**src/rtl/temp_display_sequencer.sv**
```systemverilog
// Periodic sensor-read scheduler with timeout/retry supervision, a 4-sample moving average,
// and a frame-synchronous C/F display feed for the LED matrix.
module temp_display_sequencer #(
    parameter int SAMPLE_PERIOD = 25_000_000,
    parameter int TIMEOUT       = 250_000,
    parameter int MAX_RETRY     = 3,
    parameter int HOLD_FRAMES   = 240
) (
    input  logic       clk,
    input  logic       rst,
    output logic       i2c_start,
    input  logic       i2c_done,
    input  logic       i2c_nack,
    input  logic [7:0] i2c_data,
    output logic [7:0] avg_c,
    input  logic [7:0] conv_f,
    input  logic       frame_done,
    output logic [7:0] disp_temp,
    output logic       disp_unit,
    output logic       disp_valid,
    output logic       sensor_fault
);
    localparam int PER_W  = $clog2(SAMPLE_PERIOD + 1);
    localparam int TMO_W  = $clog2(TIMEOUT + 1);
    localparam int RTY_W  = $clog2(MAX_RETRY + 2);
    localparam int HOLD_W = $clog2(HOLD_FRAMES + 1);

    localparam logic [PER_W-1:0]  PER_LAST  = PER_W'(SAMPLE_PERIOD - 1);
    localparam logic [TMO_W-1:0]  TMO_LAST  = TMO_W'(TIMEOUT - 1);
    localparam logic [RTY_W-1:0]  RTY_MAX   = RTY_W'(MAX_RETRY);
    localparam logic [HOLD_W-1:0] HOLD_LAST = HOLD_W'(HOLD_FRAMES - 1);

    typedef enum logic [2:0] {
        ST_IDLE,
        ST_START,
        ST_WAIT,
        ST_STORE,
        ST_FAIL
    } state_t;

    state_t            r_state;
    state_t            w_state_nxt;
    logic [PER_W-1:0]  r_period;
    logic [TMO_W-1:0]  r_tmo;
    logic [RTY_W-1:0]  r_retry;
    logic              r_fault;
    logic              r_have;
    logic [1:0]        r_wptr;
    logic [7:0]        r_rx;
    logic [7:0]        r_ring [4];
    logic [7:0]        w_ring_nxt [4];
    logic [9:0]        w_sum;
    logic [7:0]        r_avg;
    logic [HOLD_W-1:0] r_hold;
    logic              r_unit;
    logic              r_disp_valid;
    logic [7:0]        r_disp_temp;
    logic              w_expire;
    logic              w_disp_en;
    logic              w_hold_last;
    logic              w_unit_nxt;

    // The period counter free-runs in every state so the read cadence never drifts.
    assign w_expire = (r_period == '0);

    always_ff @(posedge clk or posedge rst) begin
        if (rst) begin
            r_state <= ST_IDLE;
        end else begin
            r_state <= w_state_nxt;
        end
    end

    always_comb begin
        w_state_nxt = r_state;
        case (r_state)
            ST_IDLE:  if (w_expire) w_state_nxt = ST_START;
            ST_START: w_state_nxt = ST_WAIT;
            ST_WAIT: begin
                if (i2c_done && !i2c_nack)
                    w_state_nxt = ST_STORE;
                else if (i2c_done || r_tmo == TMO_LAST)
                    w_state_nxt = ST_FAIL;
            end
            ST_STORE: w_state_nxt = ST_IDLE;
            ST_FAIL:  w_state_nxt = (r_retry < RTY_MAX) ? ST_START : ST_IDLE;
            default:  w_state_nxt = ST_IDLE;
        endcase
    end

    always_ff @(posedge clk or posedge rst) begin
        if (rst) begin
            r_period <= PER_LAST;
            r_tmo    <= '0;
            r_retry  <= '0;
            r_fault  <= 1'b0;
            r_have   <= 1'b0;
            r_wptr   <= 2'd0;
            r_avg    <= 8'd0;
        end else begin
            r_period <= w_expire ? PER_LAST : r_period - PER_W'(1);
            if (r_state == ST_START)
                r_tmo <= '0;
            else if (r_state == ST_WAIT)
                r_tmo <= r_tmo + TMO_W'(1);
            if (r_state == ST_STORE) begin
                r_retry <= '0;
                r_fault <= 1'b0;
                r_have  <= 1'b1;
                r_wptr  <= r_have ? r_wptr + 2'd1 : 2'd1;
                r_avg   <= w_sum[9:2];
            end else if (r_state == ST_FAIL) begin
                if (r_retry < RTY_MAX) begin
                    r_retry <= r_retry + RTY_W'(1);
                end else begin
                    r_fault <= 1'b1;
                    r_retry <= '0;
                    r_have  <= 1'b0;
                end
            end
        end
    end

    // Sample capture and ring storage are pure data; the r_have flag guards their use.
    always_ff @(posedge clk) begin
        if (r_state == ST_WAIT && i2c_done)
            r_rx <= i2c_data;
        if (r_state == ST_STORE)
            r_ring <= w_ring_nxt;
    end

    always_comb begin
        w_ring_nxt = r_ring;
        if (!r_have) begin
            for (int i = 0; i < 4; i++)
                w_ring_nxt[i] = r_rx;
        end else begin
            w_ring_nxt[r_wptr] = r_rx;
        end
        w_sum = 10'(w_ring_nxt[0]) + 10'(w_ring_nxt[1])
              + 10'(w_ring_nxt[2]) + 10'(w_ring_nxt[3]);
    end

    assign w_disp_en   = frame_done && (r_disp_valid || r_have);
    assign w_hold_last = (r_hold == HOLD_LAST);
    assign w_unit_nxt  = w_hold_last ? ~r_unit : r_unit;

    // Display state moves only on frame boundaries, using the average registered before this cycle.
    always_ff @(posedge clk or posedge rst) begin
        if (rst) begin
            r_hold       <= '0;
            r_unit       <= 1'b0;
            r_disp_valid <= 1'b0;
            r_disp_temp  <= 8'd0;
        end else if (w_disp_en) begin
            r_hold       <= w_hold_last ? '0 : r_hold + HOLD_W'(1);
            r_unit       <= w_unit_nxt;
            r_disp_valid <= 1'b1;
            r_disp_temp  <= w_unit_nxt ? conv_f : r_avg;
        end
    end

    assign i2c_start    = (r_state == ST_START);
    assign avg_c        = r_avg;
    assign disp_temp    = r_disp_temp;
    assign disp_unit    = r_unit;
    assign disp_valid   = r_disp_valid;
    assign sensor_fault = r_fault;

endmodule
```
**config.mk**
```make
export PLATFORM = sky130hd
export DESIGN_NAME = temp_display_sequencer
export DESIGN_NICKNAME = d
export VERILOG_FILES = /design/src/rtl/temp_display_sequencer.sv
export SDC_FILE = /design/constraint.sdc
export NUM_CORES = 1
export LEC_CHECK = 0
export BUFFER_PORTS_ARGS = -buffer_cell sky130_fd_sc_hd__buf_2
export CAP_MARGIN = 0
export CORE_ASPECT_RATIO = 2
export CORE_UTILIZATION = 55
export CTS_CLUSTER_DIAMETER = 40
export CTS_CLUSTER_SIZE = 10
export DETAILED_ROUTE_END_ITERATION = 16
export PLACE_DENSITY = 0.74
export SLEW_MARGIN = 25
export SYNTH_ARGS = -nofsm -noshare
export SYNTH_HDL_FRONTEND = slang
export SYNTH_SLANG_ARGS = --single-unit
export TNS_END_PERCENT = 20
```
**constraint.sdc**
```tcl
create_clock -name clk -period 4.3 [get_ports clk]
set_input_delay 0.43 -clock clk [delete_from_list [all_inputs] [get_ports clk]]
set_output_delay 0.43 -clock clk [all_outputs]
set_load 0.005 [all_outputs]
```
# Word level (Yosys, flattened, before mapping)
# Cells that the tools add are included.
[classes]
n_addsub = 8
n_reduce_logical = 13
muxes = 25
magnitude_cmp = 3
n_eq_ne = 9
n_bitwise = 2
[ops]
columns = ["cell", "n"]
rows = [
  ["2-to-1 mux 18 bit", 2],
  ["bitwise mux 32 bit", 1],
  ["2-to-1 mux 32 bit", 1],
  ["logical NOT 25 bit", 1],
  ["2-to-1 mux 25 bit", 1],
  ["subtractor 25 x 1 -> 25 bit (second input constant)", 1],
  ["2-to-1 mux 8 bit", 3],
  ["adder 18 x 1 -> 18 bit (second input constant)", 1],
  ["equality test 18 bit (second input constant)", 1],
  ["2-to-1 mux 3 bit", 6],
  ["demux 8 bit (select 2 bit)", 1],
  ["case mux 3 bit (4 select lines)", 1],
  ["adder 10 x 8 -> 10 bit", 1],
  ["adder 9 x 8 -> 10 bit", 1],
  ["adder 8 x 8 -> 9 bit", 1],
  ["adder 8 x 1 -> 8 bit (second input constant)", 1],
  ["equality test 8 bit (second input constant)", 1],
  ["2-to-1 mux 1 bit", 8],
  ["equality test 3 x 2 -> 1 bit (second input constant)", 2],
  ["logical AND 1 bit", 4],
  ["AND reduction 2 bit", 2],
  ["nonzero test 2 bit", 2],
  ["adder 3 x 1 -> 3 bit (second input constant)", 1],
  ["equality test 3 x 1 -> 1 bit (second input constant)", 1],
  ["other kinds (14)", 15],
]
[totals]
output_inout_bits = 20
word_cells = 77
reg_bits = 119

# Depth between registers and ports, before layout
# Gate-level depths: netlist of run 1.
[depth]
word_depth = 10
mapped_depth = 15
depth_no_buf = 14

# Worst setup path after synthesis of run 1
# Ideal clock, no wire load.
[synth_path]
kind = "register -> register"
startpoint = "reg r_wptr[0]"
endpoint = "reg r_avg[7] (netlist: avg_c[7])"
required_time_ns = 4.174
slack_ns = 0.447
path_buffers = 1
setup_time_ns = 0.126
arrival_time_ns = 3.727
stages_incl_launch_ff = 15
period_less_slack_ns = 3.853
cell_sequence = "dfrtp_1 ha_1 nor2b_1 clkbuf_1 mux2_2 fa_1 fa_1 and2_1 and2_1 fa_1 a21oi_1 o21ai_0 nor3_1 o21ai_0 o311a_1"
[synth_lines]
columns = ["element", "line_no", "text"]
rows = [
  ["from (decl)", "48", "logic [1:0] r_wptr;"],
  ["from (signal assigned)", "110", "r_wptr <= r_have ? r_wptr + 2'd1 : 2'd1;"],
  ["to (signal assigned)", "111", "r_avg <= w_sum[9:2];"],
  ["to (decl)", "53", "logic [7:0] r_avg;"],
]

==> qor.txt, run 1 <==
Status -> complete, no violations
Leakage -> 3.089 nW
Post-DP HPWL -> 8873 um
CTS tree -> done
Post-synth cell types -> 53
RSZ-0062 raised after global routing -> false
Gr busiest metal -> met2
Crit path DAT -> 4.27 ns
Fin crit period -> 3.987 ns
Reg-to-reg endpoint -> avg_c[7]$_DFFE_PP0P_
Critical path type -> flip-flop to flip-flop
Worst Setup Slack post-DPL -> 0.1340 ns
Mean Syn Cell Area -> 11.26 um2
Net count after synthesis -> 589
Die height -> 150.3 um
Reg2reg path depth -> 15
CP max FO -> 5
Max_cap viols -> 0
Antenna viol nets, final -> 0
Hold crit path type -> input pin to async pin
Synth warn -> 0
Max Freq -> 250.8 MHz
Vias per inst -> 5.604
GRT Overall Usage -> 0.2385
Layout cells sized above 1 -> 0.2198
Initial antenna violation count -> 0
DRT Pass-1 Iters -> 4
Mapped Cells -> 537
Worst Path Required -> 4.59 ns
Setup Viol. Count Final -> 0
Layout area overhead -> 15.73%
Met2 GRT Util -> 0.4491
Dpl cells -> 710
Fill cells -> 839
Slew margin rel. -> 0.2829
CP startpoint kind -> flip-flop
Ys async rst share -> 0.6639
Fin. max-slew vios -> 0
Worst-Skew Late Latency -> 0.41 ns
Final Cell Area -> 0.006997 mm2
DRT iter0 DRCs -> 177
Clk sinks -> 119
Global route overflow -> 0
I/O Buffers -> 40
Register Area -> 0.003199 mm2
Final Wtd Congestion -> 0.7969
Least-Margin Pin Slew -> 1.068 ns
FF+latch count, synth -> 119
Final Hold Fails -> 0
N_diodes -> 0
Global-route wire length before repair -> 20780 um
Pin count of the biggest net entering global routing -> 53
WL/cell -> 16.60 um
Utilization after layout -> 0.6594
Top Ports -> 41
Post-CTS setup repair buffer count -> 0
Setup TNS -> 0 ns
GR Util met3 -> 0.05333
Tcrit/Tclk final -> 0.9271
Total core area -> 0.01061 mm2
Final WL -> 12320 um
RR Startpoint -> r_wptr[0]$_DFFE_PP0P_
Crit. End Element -> flip-flop
Clock Tree Root -> clkbuf_16
Max clock buf depth -> 2
Multi-input logic area -> 0.002651 mm2
Final Worst Setup Slack -> 0.3135 ns
Post-Layout Cell Count -> 742
Met1 track demand over resource -> 0.2469
Final net count -> 644
EDFF count, synth -> 40
# rows -> 53
Sequential-to-total area share from yosys stat -> 0.5292
Die area -> 0.01144 mm2
Power Dens Cells -> 531.2 mW/mm2
Starting Density -> 0.5698
Worst hold slack -> 0.1134 ns
Clock skew -> 0.008349 ns
Setup slack, reg-to-reg -> 0.31 ns
Mapped Area -> 0.006046 mm2
Maximum vdd drop -> 0.0003316 V
H-tree depth -> 4
Residual DRC -> 0
Vias -> 4158
Top FF cell, synth -> dfrtp_1
Clock Pin Slew Worst Setup and Hold Paths -> 0.05 ns
Area after DPL -> 0.006424 mm2
CTS Buf Count -> 17
Die X -> 76.14 um
Vias in the first global route -> 4357
Post-route total power -> 3.717 mW
[where the power goes]
group / switching, mW / internal (mW) / total (mW)
combinational: 0.533 / 0.394 / 0.927
clock: 0.484 / 0.842 / 1.33
sequential: 0.135 / 1.33 / 1.46
total: 1.15 / 2.56 / 3.72
[cells by family (layout without fill, tap and decap cells)]
| group | Yosys count | count (layout) | synth area share |
|---|---|---|---|
| xor+xnor | 41 | 41 | 0.05939 |
| compound gates | 62 | 62 | 0.06312 |
| simple gates | 192 | 192 | 0.1575 |
| fa+ha+maj | 31 | 31 | 0.08402 |
| mux | 41 | 41 | 0.07326 |
| flops | 119 | 119 | 0.5292 |
| buf+inv | 51 | 119 | 0.03353 |
[synth_stat cells (all sizes together), types with 4 or more instances]
| master | instances | share of area |
|---|---|---|
| ha | 15 | 0.031 |
| o21ai | 25 | 0.021 |
| clkbuf | 7 | 0.0043 |
| or3 | 4 | 0.0050 |
| xor2 | 23 | 0.033 |
| nand4 | 10 | 0.010 |
| nand2b | 4 | 0.0041 |
| fa | 16 | 0.053 |
| xnor2 | 18 | 0.026 |
| buf | 5 | 0.0050 |
| dfstp | 17 | 0.074 |
| nand2 | 51 | 0.032 |
| mux2i | 15 | 0.025 |
| nand3 | 14 | 0.012 |
| nor2b | 10 | 0.010 |
| nor2 | 48 | 0.030 |
| edfxtp | 40 | 0.20 |
| nor4 | 7 | 0.0097 |
| nor3 | 23 | 0.019 |
| a21oi | 15 | 0.012 |
| and2 | 4 | 0.0041 |
| dfrtp | 62 | 0.26 |
| mux2 | 26 | 0.048 |
| inv | 38 | 0.024 |
[flip-flops by register name, summed over array words and instances, names as in the netlist, 2 cells and up]
signal	cells
avg_c	8
disp_temp	8
r_hold	8
r_period	25
r_retry	3
r_ring	32
r_rx	8
r_state	3
r_tmo	18
r_wptr	2
[worst max path at each step]
stage                                     start                    to  slack, ns  cells past startpoint
final                     r_wptr[0]$_DFFE_PP0P_  avg_c[7]$_DFFE_PP0P_       0.31                     15
after global routing      r_wptr[0]$_DFFE_PP0P_  avg_c[7]$_DFFE_PP0P_       0.09                     15
after CTS                 r_wptr[0]$_DFFE_PP0P_  avg_c[5]$_DFFE_PP0P_       0.11                     15
after detailed placement  r_wptr[0]$_DFFE_PP0P_  avg_c[5]$_DFFE_PP0P_       0.13                     15
after global placement    r_wptr[0]$_DFFE_PP0P_  avg_c[5]$_DFFE_PP0P_       0.24                     15
after floorplan           r_wptr[0]$_DFFE_PP0P_  avg_c[7]$_DFFE_PP0P_       0.45                     14
[worst max-delay path, cell delays in order, from the launching register on]
cell     delay [ns]
dfrtp_1        0.39
inv_1          0.10
ha_1           0.21
nor2b_2        0.22
buf_4          0.20
mux2_2         0.36
fa_1           0.49
inv_1          0.06
fa_1           0.51
inv_1          0.07
fa_1           0.45
a21oi_1        0.21
o21ai_1        0.16
nor3_1         0.21
o21ai_0        0.12
o311a_1        0.12
[what timing repair did]
action,4_1_cts,5_1_grt
resized for setup,0,4
hold endpoints to repair,0,0
hold buffers,0,0
endpoints found under the setup margin,0,2
[area by class of cell]
class / instances / area share
sequential: 119 / 0.4573
multi-input combinational: 367 / 0.3789
clock buffer: 25 / 0.07529
timing repair buffer: 48 / 0.03720
tap: 137 / 0.02450
inverter: 39 / 0.02128
clock inverter: 7 / 0.005544
[metal layers]
layer,vias to the layer above,share of wire
li1,1973,-
met4,0,0.033
met2,74,0.56
met5,-,0
met3,24,0.025
met1,2087,0.38
[cell usage in the layout (no fill, tap or decap), drive strengths merged, types with 2 or more instances in the layout]
master	instances
nand2	51
and2	4
nand3	14
inv	39
a221oi	3
xnor2	18
mux2i	15
and3	3
o21ai	25
o21a	2
clkbuf	25
o31ai	3
ha	15
o41ai	2
clkinv	6
xor2	23
buf	48
edfxtp	40
dfstp	17
nand3b	3
or2	3
a21oi	15
nand4	10
mux2	26
nor2	48
nand2b	4
nor4	7
a22o	2
a21o	2
nor3	23
fa	16
or3b	2
or3	4
or4	3
dfrtp	62
nor2b	10
Power figures use the tool's default switching activity.
==> run 2: changes to the inputs <==
CTS_BUF_LIST = sky130_fd_sc_hd__clkbuf_8   (was default)
==> qor.txt, run 2 (synthesis results as in run 1) <==
Status -> complete, no violations
Most frequent cells in the layout -> dfrtp_1 (62), nand2_1 (51), nor2_1 (48)
Die X -> 76.14 um
Leakage -> 3.012 nW
Top Ports -> 41
Antenna viol nets, final -> 0
Final net count -> 644
Tcrit/Tclk final -> 0.9502
Largest delay contributor family on the critical path -> adder cells
NetSw -> 1.101 mW
Initial antenna violation count -> 0
Reg-to-reg endpoint -> avg_c[5]$_DFFE_PP0P_
Worst Setup Slack post-DPL -> 0.1340 ns
Fin. max-slew vios -> 0
Layout cells sized above 1 -> 0.2165
Utilization after layout -> 0.6414
Final WL -> 12220 um
Slowest stage delay, CP -> 0.56 ns
Global-route wire length before repair -> 20460 um
CP max FO -> 6
Critical path type -> flip-flop to flip-flop
Most common cell after layout, fill and taps aside -> dfrtp_1
Final Hold Fails -> 0
Max clock buf depth -> 2
Resized cells post-CTS -> 0
Vias per inst -> 5.602
Worst Path Required -> 4.59 ns
WP buf/inv -> 3
Crit. End Element -> flip-flop
Met2 wire length -> 6814 um
Clk sinks -> 119
Least-Margin Pin Slew -> 1.026 ns
Crit-path cells -> ha_1 > nor2b_1 > buf_4 > mux2_2 > fa_1 > inv_1 > fa_1 > inv_1 > ha_1 > a21oi_1 > o21ai_1 > nor3_1 > a221oi_1 > o21ai_0
I/O Buffers -> 40
# rows -> 53
DRT Pass-1 Iters -> 4
Top Registers -> r_ring: 32 flops, r_period: 25 flops, r_tmo: 18 flops
Slew margin rel. -> 0.3114
Fin crit period -> 4.086 ns
Switching Fraction -> 0.3293
Clock Pin Slew Worst Setup and Hold Paths -> 0.07 ns
Maximum vdd drop -> 0.0002279 V
Biggest register -> r_ring
CTS tree -> done
Met1 wire length -> 4663 um
Die height -> 150.3 um
Vias -> 4157
Clock skew -> 0.01025 ns
Share of power burned in combinational logic -> 0.276
Critical-path top delay cell -> fa_1
Setup TNS -> 0 ns
H-tree depth -> 4
Pin count of the biggest net entering global routing -> 53
Vias in the first global route -> 4365
GRT Overall Usage -> 0.2337
CP startpoint kind -> flip-flop
RSZ-0062 raised after global routing -> false
Post-CTS setup repair buffer count -> 0
Final Worst Setup Slack -> 0.2142 ns
Power Internal -> 2.243 mW
DRT iter0 DRCs -> 134
Worst-Skew Late Latency -> 0.43 ns
Die area -> 0.01144 mm2
RR Startpoint -> r_wptr[0]$_DFFE_PP0P_
Final Wtd Congestion -> 0.7969
Setup slack, reg-to-reg -> 0.21 ns
Power Dens Cells -> 491.5 mW/mm2
Max reg flops -> 32
Post-DP HPWL -> 8873 um
Post-CTS Hold Buffers -> 0
N_diodes -> 0
Crit path DAT -> 4.38 ns
WL/cell -> 16.47 um
Residual DRC -> 0
Max Freq -> 244.8 MHz
Layout area overhead -> 12.56%
Total core area -> 0.01061 mm2
Global route overflow -> 0
CTS Buf Count -> 17
Setup Viol. Count Final -> 0
Reg2reg path depth -> 14
Hold crit path type -> input pin to async pin
Starting Density -> 0.5698
Max_cap viols -> 0
Met3 wire length -> 301 um
Clock Tree Root -> clkbuf_8
Clock power share -> 0.288
Seq pwr share -> 0.436
DR top layer -> met4
run 2: changes by cell type in the layout (fill, tap and decap cells not counted), sizes merged:
cell	before	now
clkbuf	25	22
bufinv	0	1
inv	39	41
run 2: how the worst max path moves through the flow:
stage                          startpoint  depth (start not counted)              endpoint
CTS                 r_wptr[0]$_DFFE_PP0P_                         15  avg_c[5]$_DFFE_PP0P_
finish              r_wptr[0]$_DFFE_PP0P_                         14  avg_c[5]$_DFFE_PP0P_
floorplan           r_wptr[0]$_DFFE_PP0P_                         14  avg_c[7]$_DFFE_PP0P_
global placement    r_wptr[0]$_DFFE_PP0P_                         15  avg_c[5]$_DFFE_PP0P_
global route        r_wptr[0]$_DFFE_PP0P_                         14  avg_c[7]$_DFFE_PP0P_
detailed placement  r_wptr[0]$_DFFE_PP0P_                         15  avg_c[5]$_DFFE_PP0P_
run 2: layout make-up:
type,count,area [um2]
clock inverters,10,76.32
well taps,137,171.4
inverters,39,148.9
fillers,870,3805
clock buffers,22,302.8
repair buffers,48,260.3
flip-flops and latches,119,3199
multi-input cells,367,2646
run 2: metal layers:
layer,track usage,up-vias
met5,0,-
met4,0.1231,0
met3,0.04970,27
met2,0.4427,80
met1,0.2379,2078
li1,-,1972
run 2: power by group through the flow:
stage	Clock (mW)	Combinational (mW)	Sequential (mW)
2_1_floorplan	0	0.658	1.45
3_3_place_gp	0	0.878	1.47
3_5_place_dp	0	0.920	1.48
4_1_cts	0.981	0.929	1.46
5_1_grt	1.02	1.04	1.48
6_report	0.962	0.924	1.46
run 2: stage by stage:
stage / instance area (um2) / hold WS [ns] / power (mW) / std cells
after floorplan: 6046 / 0.4341 / 2.103 / 537
after global placement: 6421 / 0.4499 / 2.347 / 710
after detailed placement: 6424 / 0.4545 / 2.399 / 710
after CTS: 6803 / 0.08763 / 3.370 / 742
after global routing: 6805 / 0.1215 / 3.543 / 742
final: 6805 / 0.08289 / 3.345 / 742
==> run 3: changes to the inputs <==
clock period = 5.09 ns   (was 4.3 ns; I/O delays follow)
==> qor.txt, run 3 (synthesis results as in run 1) <==
Status -> complete, no violations
Initial antenna violation count -> 0
N_diodes -> 0
Post-CTS Hold Buffers -> 0
Met3 wire length -> 335 um
Layout area overhead -> 12.93%
Final Wtd Congestion -> 0.7918
Most frequent cells in the layout -> dfrtp_1 (62), nand2_1 (51), nor2_1 (48)
Dpl cells -> 709
Post-Layout Cell Count -> 741
Global route overflow -> 0
CP startpoint kind -> flip-flop
DRT iter0 DRCs -> 178
Post-route total power -> 2.872 mW
WL/cell -> 15.93 um
Reg2reg path depth -> 15
Setup slack, reg-to-reg -> 1.04 ns
Setup TNS -> 0 ns
CTS tree -> done
Crit. End Element -> flip-flop
Total core area -> 0.01061 mm2
Tcrit/Tclk final -> 0.7966
Fill cells -> 856
RSZ-0062 raised after global routing -> false
Most common cell after layout, fill and taps aside -> dfrtp_1
Clock skew -> 0.007255 ns
Max reg flops -> 32
Clock Pin Slew Worst Setup and Hold Paths -> 0.07 ns
Final Cell Area -> 0.006828 mm2
Least-Margin Pin Slew -> 0.6952 ns
Maximum vdd drop -> 0.0002164 V
Power Internal -> 1.942 mW
Post-CTS setup repair buffer count -> 0
Leakage -> 3.019 nW
Fin. max-slew vios -> 0
Final WL -> 11800 um
# rows -> 53
Top Registers -> r_ring: 32 flops, r_period: 25 flops, r_tmo: 18 flops
DR top layer -> met4
Clk sinks -> 119
Clock Tree Root -> clkbuf_8
Layout cells sized above 1 -> 0.2169
Met2 wire length -> 6933 um
Hold crit path type -> input pin to flip-flop
Antenna viol nets, final -> 0
Residual DRC -> 0
Die height -> 150.3 um
Vias in the first global route -> 4363
Slew margin rel. -> 0.5365
H-tree depth -> 4
Reg-to-reg endpoint -> avg_c[5]$_DFFE_PP0P_
Final Hold Fails -> 0
Starting Density -> 0.5698
Met1 wire length -> 4317 um
Setup Viol. Count Final -> 0
CP max FO -> 8
Setup crit start -> r_wptr[0]$_DFFE_PP0P_
CTS Buf Count -> 17
Max clock buf depth -> 2
Max Freq -> 246.6 MHz
Crit path DAT -> 4.40 ns
I/O Buffers -> 40
Switching Fraction -> 0.3237
Critical path type -> flip-flop to flip-flop
Top Ports -> 41
DRT Pass-1 Iters -> 4
Die X -> 76.14 um
Die area -> 0.01144 mm2
Post-DP HPWL -> 8523 um
Seq pwr share -> 0.429
Fin crit period -> 4.055 ns
Resized cells post-CTS -> 0
Final net count -> 643
Worst-Skew Late Latency -> 0.43 ns
Worst Path Required -> 5.44 ns
Biggest register -> r_ring
Global-route wire length before repair -> 20020 um
GRT Overall Usage -> 0.2277
Max_cap viols -> 0
NetSw -> 0.9297 mW
Share of power burned in combinational logic -> 0.268
Vias -> 4099
Utilization after layout -> 0.6435
Vias per inst -> 5.532
Power Dens Cells -> 420.6 mW/mm2
Pin count of the biggest net entering global routing -> 80
Clock power share -> 0.303
RR Startpoint -> r_wptr[0]$_DFFE_PP0P_
Crit path to -> avg_c[5]$_DFFE_PP0P_
Area after DPL -> 0.006414 mm2
==> run 3: changes by cell type in the layout (fill, tap and decap cells not counted), sizes merged <==
| cell | before | now |
|---|---|---|
| buf | 48 | 47 |
| bufinv | 1 | 3 |
| inv | 41 | 42 |
| clkinvlp | 1 | 0 |
| clkinv | 6 | 8 |
| clkbuf | 22 | 18 |
==> run 3: area by class of cell <==
| class | instances | area, um2 | share of cell area |
|---|---|---|---|
| clock inverter | 14 | 155.1 | 0.02272 |
| timing repair buffer | 47 | 256.5 | 0.03757 |
| sequential | 119 | 3199 | 0.4686 |
| multi-input combinational | 367 | 2651 | 0.3883 |
| clock buffer | 18 | 247.7 | 0.03628 |
| inverter | 39 | 146.4 | 0.02144 |
| tap | 137 | 171.4 | 0.02511 |
==> run 3: power groups by stage <==
stage	logic, mW	clock network [mW]	registers [mW]
floorplan	0.556	0	1.22
global placement	0.734	0	1.24
detailed placement	0.771	0	1.25
CTS	0.779	0.898	1.23
global route	0.872	0.939	1.25
finish	0.769	0.870	1.23
==> run 3: how the worst min path moves through the flow <==
stage | from | endpoint | depth (start not counted)
CTS | i2c_data[7] | r_rx[7]$_DFFE_PP_ | 1
global route | i2c_data[7] | r_rx[7]$_DFFE_PP_ | 1
floorplan | r_period[0]$_DFF_PP1_ | r_period[0]$_DFF_PP1_ | 1
global placement | r_period[0]$_DFF_PP1_ | r_period[0]$_DFF_PP1_ | 1
finish | i2c_data[7] | r_rx[7]$_DFFE_PP_ | 1
detailed placement | r_period[0]$_DFF_PP1_ | r_period[0]$_DFF_PP1_ | 1
==> run 3: critical path, stage by stage (launching register included) <==
cell      delay, ns
dfrtp_1        0.40
inv_1          0.09
ha_1           0.19
nor2b_1        0.12
buf_4          0.19
mux2_2         0.37
fa_1           0.51
fa_1           0.44
and2_1         0.18
and2_1         0.16
fa_1           0.40
a21oi_1        0.17
o21ai_0        0.18
nor3_1         0.25
a221oi_1       0.14
o21ai_0        0.16
==> run 3: through the flow <==
step	hold WS, ns	setup slack [ns]
final	0.2484	1.035
after global placement	0.4408	1.216
after floorplan	0.4341	1.237
after CTS	0.2110	1.018
after detailed placement	0.4529	1.037
after global routing	0.2109	0.7192
==> run 3: metal layers <==
metal / GRT usage / up-vias
li1: - / 1981
met1: 0.2271 / 2033
met5: 0 / -
met3: 0.06000 / 18
met2: 0.4391 / 67
met4: 0.09615 / 0
